`src/rtl/cpu_bus_initiator.sv`:
```
// HuC6280-style cartridge bus initiator: one read or write cycle per request.
// Optional macro CPU_BUS_SLOW_EN stretches every phase by SLOW_MUL when the latched hsm is 0.
`timescale 1ns/1ps
module cpu_bus_initiator #(
   parameter int T_SETUP  = 3,
   parameter int T_STROBE = 16,
   parameter int T_HOLD   = 5
`ifdef CPU_BUS_SLOW_EN
   ,
   parameter int SLOW_MUL = 4
`endif
) (
   input  logic        clk,
   input  logic        rst_n,
   input  logic        region,
   input  logic        hsm,
   input  logic        req_valid,
   output logic        req_ready,
   input  logic        req_we,
   input  logic [20:0] req_addr,
   input  logic [7:0]  req_wdata,
   output logic        rsp_valid,
   output logic [7:0]  rsp_rdata,
   output logic [20:0] cpu_addr,
   output logic        cpu_oe_n,
   output logic        cpu_we_n,
   output logic        cpu_hsm,
   output logic [7:0]  cpu_d_out,
   output logic        cpu_d_oe,
   input  logic [7:0]  cpu_d_in,
   input  logic        cpu_irq_n,
   output logic        irq_pending
);

`ifdef CPU_BUS_SLOW_EN
   localparam int CW = 7;
   localparam logic [CW-1:0] SETUP_LAST_S  = CW'(T_SETUP * SLOW_MUL - 1);
   localparam logic [CW-1:0] STROBE_LAST_S = CW'(T_STROBE * SLOW_MUL - 1);
   localparam logic [CW-1:0] HOLD_LAST_S   = CW'(T_HOLD * SLOW_MUL - 1);
`else
   localparam int CW = 5;
`endif
   localparam logic [CW-1:0] SETUP_LAST  = CW'(T_SETUP - 1);
   localparam logic [CW-1:0] STROBE_LAST = CW'(T_STROBE - 1);
   localparam logic [CW-1:0] HOLD_LAST   = CW'(T_HOLD - 1);

   typedef enum logic [1:0] {IDLE, SETUP, STROBE, HOLD} state_t;

   state_t        state_q, state_d;
   logic [CW-1:0] cnt_q, cnt_d;
   logic [CW-1:0] last_cnt;
   logic          last;
   logic          accept;
   logic          run_q;
   logic          we_q, region_q, hsm_q;
   logic [20:0]   addr_q;
   logic [7:0]    dout_q, cap_q, rdata_q;
   logic          irq_s1, irq_s2;

   function automatic logic [7:0] rev8(input logic [7:0] d);
      logic [7:0] r;
      for (int i = 0; i < 8; i++) r[i] = d[7-i];
      return r;
   endfunction

   assign accept = req_valid && req_ready;

   always_comb begin
      last_cnt = HOLD_LAST;
      case (state_q)
         SETUP:   last_cnt = SETUP_LAST;
         STROBE:  last_cnt = STROBE_LAST;
         default: last_cnt = HOLD_LAST;
      endcase
`ifdef CPU_BUS_SLOW_EN
      if (!hsm_q) begin
         case (state_q)
            SETUP:   last_cnt = SETUP_LAST_S;
            STROBE:  last_cnt = STROBE_LAST_S;
            default: last_cnt = HOLD_LAST_S;
         endcase
      end
`endif
   end

   assign last = (cnt_q == last_cnt);

   always_ff @(posedge clk or negedge rst_n) begin
      if (!rst_n) begin
         state_q <= IDLE;
         cnt_q   <= '0;
      end else begin
         state_q <= state_d;
         cnt_q   <= cnt_d;
      end
   end

   always_comb begin
      state_d = state_q;
      cnt_d   = cnt_q + CW'(1);
      case (state_q)
         IDLE: begin
            cnt_d = '0;
            if (accept) state_d = SETUP;
         end
         SETUP: if (last) begin
            state_d = STROBE;
            cnt_d   = '0;
         end
         STROBE: if (last) begin
            state_d = HOLD;
            cnt_d   = '0;
         end
         HOLD: if (last) begin
            state_d = IDLE;
            cnt_d   = '0;
         end
         default: begin
            state_d = IDLE;
            cnt_d   = '0;
         end
      endcase
   end

   always_ff @(posedge clk or negedge rst_n) begin
      if (!rst_n) begin
         run_q    <= 1'b0;
         we_q     <= 1'b0;
         region_q <= 1'b0;
         hsm_q    <= 1'b0;
         addr_q   <= '0;
         dout_q   <= '0;
         cap_q    <= '0;
         rdata_q  <= '0;
      end else begin
         run_q <= 1'b1;
         if (accept) begin
            we_q     <= req_we;
            region_q <= region;
            hsm_q    <= hsm;
            addr_q   <= req_addr;
            if (req_we) dout_q <= region ? rev8(req_wdata) : req_wdata;
         end
         // Bus data is sampled on the final strobe clock, then published at end of HOLD.
         if (state_q == STROBE && last && !we_q)
            cap_q <= region_q ? rev8(cpu_d_in) : cpu_d_in;
         if (rsp_valid && !we_q)
            rdata_q <= cap_q;
      end
   end

   always_ff @(posedge clk or negedge rst_n) begin
      if (!rst_n) begin
         irq_s1 <= 1'b0;
         irq_s2 <= 1'b0;
      end else begin
         irq_s1 <= ~cpu_irq_n;
         irq_s2 <= irq_s1;
      end
   end

   assign req_ready   = run_q && (state_q == IDLE);
   assign rsp_valid   = (state_q == HOLD) && last;
   assign rsp_rdata   = (rsp_valid && !we_q) ? cap_q : rdata_q;
   assign cpu_addr    = addr_q;
   assign cpu_hsm     = hsm_q;
   assign cpu_oe_n    = !((state_q == STROBE) && !we_q);
   assign cpu_we_n    = !((state_q == STROBE) && we_q);
   assign cpu_d_oe    = (state_q != IDLE) && we_q;
   assign cpu_d_out   = dout_q;
   assign irq_pending = irq_s2;

endmodule

```
`config.mk`:
```
export PLATFORM = sky130hd
export DESIGN_NAME = cpu_bus_initiator
export DESIGN_NICKNAME = d
export VERILOG_FILES = /design/src/rtl/cpu_bus_initiator.sv
export SDC_FILE = /design/constraint.sdc
export NUM_CORES = 1
export LEC_CHECK = 0
export CORE_MARGIN = 2
export CORE_UTILIZATION = 26
export DETAILED_ROUTE_END_ITERATION = 10
export PLACE_DENSITY = 0.62
export SKIP_CTS_REPAIR_TIMING = 1
export SYNTH_ARGS = -nofsm -noshare
export SYNTH_HDL_FRONTEND = slang
export SYNTH_SLANG_ARGS = --single-unit
```
`constraint.sdc`:
```
create_clock -name clk -period 2.7 [get_ports clk]
set_clock_uncertainty 0.05 [all_clocks]
set_input_delay 0.675 -clock clk [delete_from_list [all_inputs] [get_ports clk]]
set_output_delay 0.675 -clock clk [all_outputs]
set_load 0.01 [all_outputs]
```
* Word-level counts from Yosys, hierarchy flattened *
Index checks and enable logic that the tools add are counted.

cells by class
  $add $sub $neg = 1
  equality and inequality tests = 8
  mux-type cells = 11
  reduce and logical (&&, ||, !) cells = 17
  bitwise logic cells = 1

operators by type and width
  kind                 number
  $mux 8               3
  $pmux 5 s2           1
  $logic_and 1x1->1    9
  $mux 2               4
  $ne 2x2->1 const B   4
  $pmux 2 s4           1
  $pmux 4 s2           1
  $add 5x1->5 const B  1
  $eq 5x5->1           1
  $mux 5               1
  $eq 2x2->1 const B   2
  $reduce_and 4->1     1
  $logic_not 1->1      3
  $reduce_or 3->1      1
  $eq 2x1->1 const B   1
  $logic_not 2->1      1
  $reduce_and 2->1     1
  $reduce_bool 2->1    1
  $not 1->1            1

word-level totals
  bits in registers = 58
  logic and storage cells = 50
  output and inout bits = 44

* Longest topological paths before layout *
  word-level depth = 6
  gate-level depth with buffers = 7
  depth with buffers taken out = 6

* Worst setup path before layout *
OpenSTA, ideal clock, no wires.

  path kind = register to output
  start point = register state_q[0]
  end point = output port rsp_rdata[0]
  stages on the path, launching flop included = 7
  arrival = 2044 ps
  slack = -69 ps
  cells stage by stage = dfrtp_1 inv_1 ha_1 or3_4 a2111oi_4 nand3b_2 mux2_2

between the ends
  cells in the longest elaborated chain, start to end = 6

ends and longest elaborated chain
  item                                             RTL line  source
  from (decl)                                      49        state_t state_q, state_d;
  from (signal assigned)                           93        state_q <= state_d;
  $eq 2x2->1 / $eq 2x1->1 (equally long branches)  70        case (state_q)
  $pmux 4 s2                                       70
  $eq 5x5->1                                       86        assign last = (cnt_q == last_cnt);
  $logic_and 1x1->1 (*)                            163       assign rsp_valid = (state_q == HOLD) && last;
  $logic_and 1x1->1 (*)                            164       assign rsp_rdata = (rsp_valid && !we_q) ? cap_q : rdata_q;
  $mux 8 (*)                                       n/a
  to (decl)                                        23        output logic [7:0] rsp_rdata,

Every way passes the cells marked *; elsewhere a longest branch is shown, timed or not.

* Final worst setup path *
  start point = register state_q[1]
  end point = output port rsp_rdata[5]

Same word-level chain as after synthesis.

==> qor.yml <==
timing.hold.worst.class: "input pin to async pin"
num_io_pins: 88
num_vias: 1705
cts.clk_slew.worst_paths_ns: 0.07
drt-initial-drc-count: 38
routed_wire_length_per_instance_um: 13.0
syn-cell-area_um2: 2490
synth.most_common_cell: "sky130_fd_sc_hd__dfrtp_1"
fin_nets: 340
routabilityCongestion: 0.658
tritoncts_num_sinks: 58
cts_buffers: 9
hpwlAfterDp_um: 3970
p_int_mw: 3.05
die_h_um: 102
net-switching-power_mw: 1.35
worst_setup_path_end_kind: "output port"
clock_tree_from_tritoncts: "yes"
route.final.wire_length_um: 5480
num_rows: 35
sequential_fraction_of_the_synthesis_area_pct: 58.3
period_minus_slack_ns: 3.19
final_critical_path_setup_slack_ns: -0.492
power.share.clock_pct: 20.5
rsz0062_at_grt: "true"
synth_commonest_cells: "58 x sky130_fd_sc_hd__dfrtp_1, 48 x sky130_fd_sc_hd__mux2_2, 14 x sky130_fd_sc_hd__nand2_1, 9 x sky130_fd_sc_hd__mux2i_1, 9 x sky130_fd_sc_hd__o21ai_0"
crit_path_cell_trace: "ha_4 -> or3_4 -> a2111oi_4 -> nand3b_4 -> buf_4 -> mux2_2 -> dlymetal6s2s_1"
h-tree-depth: 3
grt_util_all_layers_pct: 11.0
synthCells: 180
power.density_nw_per_um2: 1110
deepest_clock_path_buffer_count: 2
first_global_vias: 1819
reg_to_reg_startpoint: "state_q[1]$_DFFE_PN0P_"
clk_root_buffer_cell: "sky130_fd_sc_hd__clkbuf_8"
clock.fmax_ghz: 0.313
cap_violations: 0
ys_types: 23
design.core.area_um2: 9280
report.final.slew_viol_count: 0
grt_remaining_overflow: 0
synth-warning-count: 0
antenna-diode-count: 0
worstSkewPairLatency_ns: 0.32
synth-main-ff-cell: "sky130_fd_sc_hd__dfrtp_1"
violated_checks: "negative setup slack"
synth.ff_latch_count: 58
slowest_stage: "sky130_fd_sc_hd__a2111oi_4"
final_period_util_pct: 118
syn-num-nets: 231
worst_slew_margin_rel_pct: 62.1
timing.setup.critical_path_class: "register to output port"
grt_pass1_wl_um: 8720
grt_antenna_before_repair: 0
crit_path_max_fanout: 6
fillCellCount: 883
drt-pass1-iter-count: 2
drcViolationCount: 0
irDropWorstVdd_mv: 0.391
synthTopCellsByArea: "sky130_fd_sc_hd__dfrtp_1 58%, sky130_fd_sc_hd__mux2_2 22%, sky130_fd_sc_hd__mux2i_1 3.6%"
report.power.total_mw: 4.40
yosys.area.top_type: "sky130_fd_sc_hd__dfrtp_1"
timing_hold_violations_final: 0
grt_max_degree: 37
netlist.area_leader.share_pct: 58.3
ys_async_sr_fraction_pct: 100
reg2reg_slack_ns: 0.46
seq_pwr_share_pct: 34.4
initial_core_util_pct: 26.8
critical_path_arrival_ns: 2.47
r2r.worst_path.cells: 6
sw_frac_of_total_pct: 30.7
buffer_ports.inserted: 87
drive_above_1_share_pct: 33.7
post_drt_via_cell_ratio: 4.03
die_w_um: 102
pwr-share-comb_pct: 45.1
status: "finished, violations left"
required_arrival_time_at_the_worst_endpoint_ns: 1.98
timing.critical_path.buf_inv: 2
worst_setup_path_start_kind: "register"
syn_to_final_growth_pct: 59.2
pin_slew_with_the_least_headroom_to_its_limit_ns: 0.569
static-leakage-power_nw: 1.77
dp_cells: 401
crit_family: "simple AND/OR/NAND/NOR gates"
synth_enable_flop_cells: 0
postSynthAreaPerCell_um2: 13.8
worst_r2r_endpoint: "cap_q[6]$_DFFE_PN0P_"
setup-violations-final: 9
fp.dieArea_um2: 10400
stdcell_count: 423
fin_util_pct: 42.7
cpPeakStageDelay_ns: 0.43
route.antenna.remaining_nets: 0
==> state kept, by name, indices dropped and copies added (netlist names), 2 cells and up <==
register,count
cap_q,8
cnt_q,5
cpu_addr,21
cpu_d_out,8
rdata_q,8
state_q,2
==> cell usage in the layout (no fill, tap or decap), types with 2 or more instances in the layout <==
| cell | n |
|---|---|
| sky130_fd_sc_hd__buf_12 | 2 |
| sky130_fd_sc_hd__buf_4 | 11 |
| sky130_fd_sc_hd__buf_6 | 8 |
| sky130_fd_sc_hd__bufinv_16 | 2 |
| sky130_fd_sc_hd__clkbuf_8 | 10 |
| sky130_fd_sc_hd__clkdlybuf4s50_1 | 77 |
| sky130_fd_sc_hd__clkinv_4 | 2 |
| sky130_fd_sc_hd__dfrtp_1 | 58 |
| sky130_fd_sc_hd__dlymetal6s2s_1 | 3 |
| sky130_fd_sc_hd__ha_1 | 4 |
| sky130_fd_sc_hd__ha_4 | 3 |
| sky130_fd_sc_hd__inv_1 | 2 |
| sky130_fd_sc_hd__mux2_2 | 44 |
| sky130_fd_sc_hd__mux2_4 | 4 |
| sky130_fd_sc_hd__mux2i_1 | 9 |
| sky130_fd_sc_hd__nand2_1 | 14 |
| sky130_fd_sc_hd__nand3_1 | 4 |
| sky130_fd_sc_hd__nor2_1 | 6 |
| sky130_fd_sc_hd__o21ai_0 | 9 |
| sky130_fd_sc_hd__xor2_1 | 3 |
==> area by class of cell <==
| class | instances | area [um2] | area share [%] |
|---|---|---|---|
| Clock buffer | 10 | 138 | 3.47 |
| Clock inverter | 6 | 90.1 | 2.27 |
| Inverter | 4 | 17.5 | 0.442 |
| Multi-Input combinational cell | 113 | 1070 | 27.1 |
| Sequential cell | 58 | 1450 | 36.6 |
| Tap cell | 129 | 161 | 4.07 |
| Timing Repair Buffer | 103 | 1030 | 26.0 |
==> per-layer routing <==
metal | vias to the layer above | track usage (%) | share of wire (%)
met5 | - | 0 | 0
met4 | 0 | 4.62 | 1.2
met3 | 4 | 3.69 | 4.6
met2 | 45 | 18.6 | 50
met1 | 819 | 12.7 | 44
li1 | 837 | - | -
==> kinds of logic (layout without fill, tap and decap cells) <==
family / count (synthesis) / count (layout) / synth area share (%)
buf+inv: 9 / 123 / 1.36
mux: 57 / 57 / 25.3
simple gates: 33 / 33 / 6.68
xor+xnor: 5 / 5 / 1.76
compound gates: 10 / 10 / 2.91
other cells: 1 / 1 / 0.151
flops: 58 / 58 / 58.3
fa+ha+maj: 7 / 7 / 3.52
==> power groups by stage <==
stage / registers [mW] / clock network, mW / logic [mW]
after floorplan: 1.58 / 0 / 0.847
after global routing: 1.57 / 0.982 / 2.15
after detailed placement: 1.52 / 0 / 1.91
final: 1.51 / 0.904 / 1.99
after CTS: 1.51 / 0.940 / 1.91
after global placement: 1.52 / 0 / 1.87
==> per-stage QoR <==
stage | cell area (um2) | setup TNS (ns) | hold WS, ns | worst slack [ns]
after floorplan | 2500 | 0 | 0.281 | 0.0101
final | 3960 | -3.80 | 0.291 | -0.492
after detailed placement | 3610 | -3.42 | 0.290 | -0.410
after global routing | 3960 | -4.68 | 0.307 | -0.595
after CTS | 3830 | -6.80 | 0.296 | -0.786
after global placement | 3610 | -3.26 | 0.283 | -0.386
==> worst max path at each step <==
stage	from	endpoint	slack (ns)	cells past startpoint
2_1_floorplan	state_q[0]$_DFFE_PN0P_	rsp_rdata[0]	0.01	6
3_3_place_gp	state_q[0]$_DFFE_PN0P_	rsp_rdata[0]	-0.39	7
3_5_place_dp	state_q[0]$_DFFE_PN0P_	rsp_rdata[0]	-0.41	7
4_1_cts	state_q[0]$_DFFE_PN0P_	rsp_rdata[0]	-0.79	7
5_1_grt	state_q[1]$_DFFE_PN0P_	rsp_rdata[5]	-0.59	7
6_report	state_q[1]$_DFFE_PN0P_	rsp_rdata[5]	-0.49	7
(Power assumes the default switching activity.)
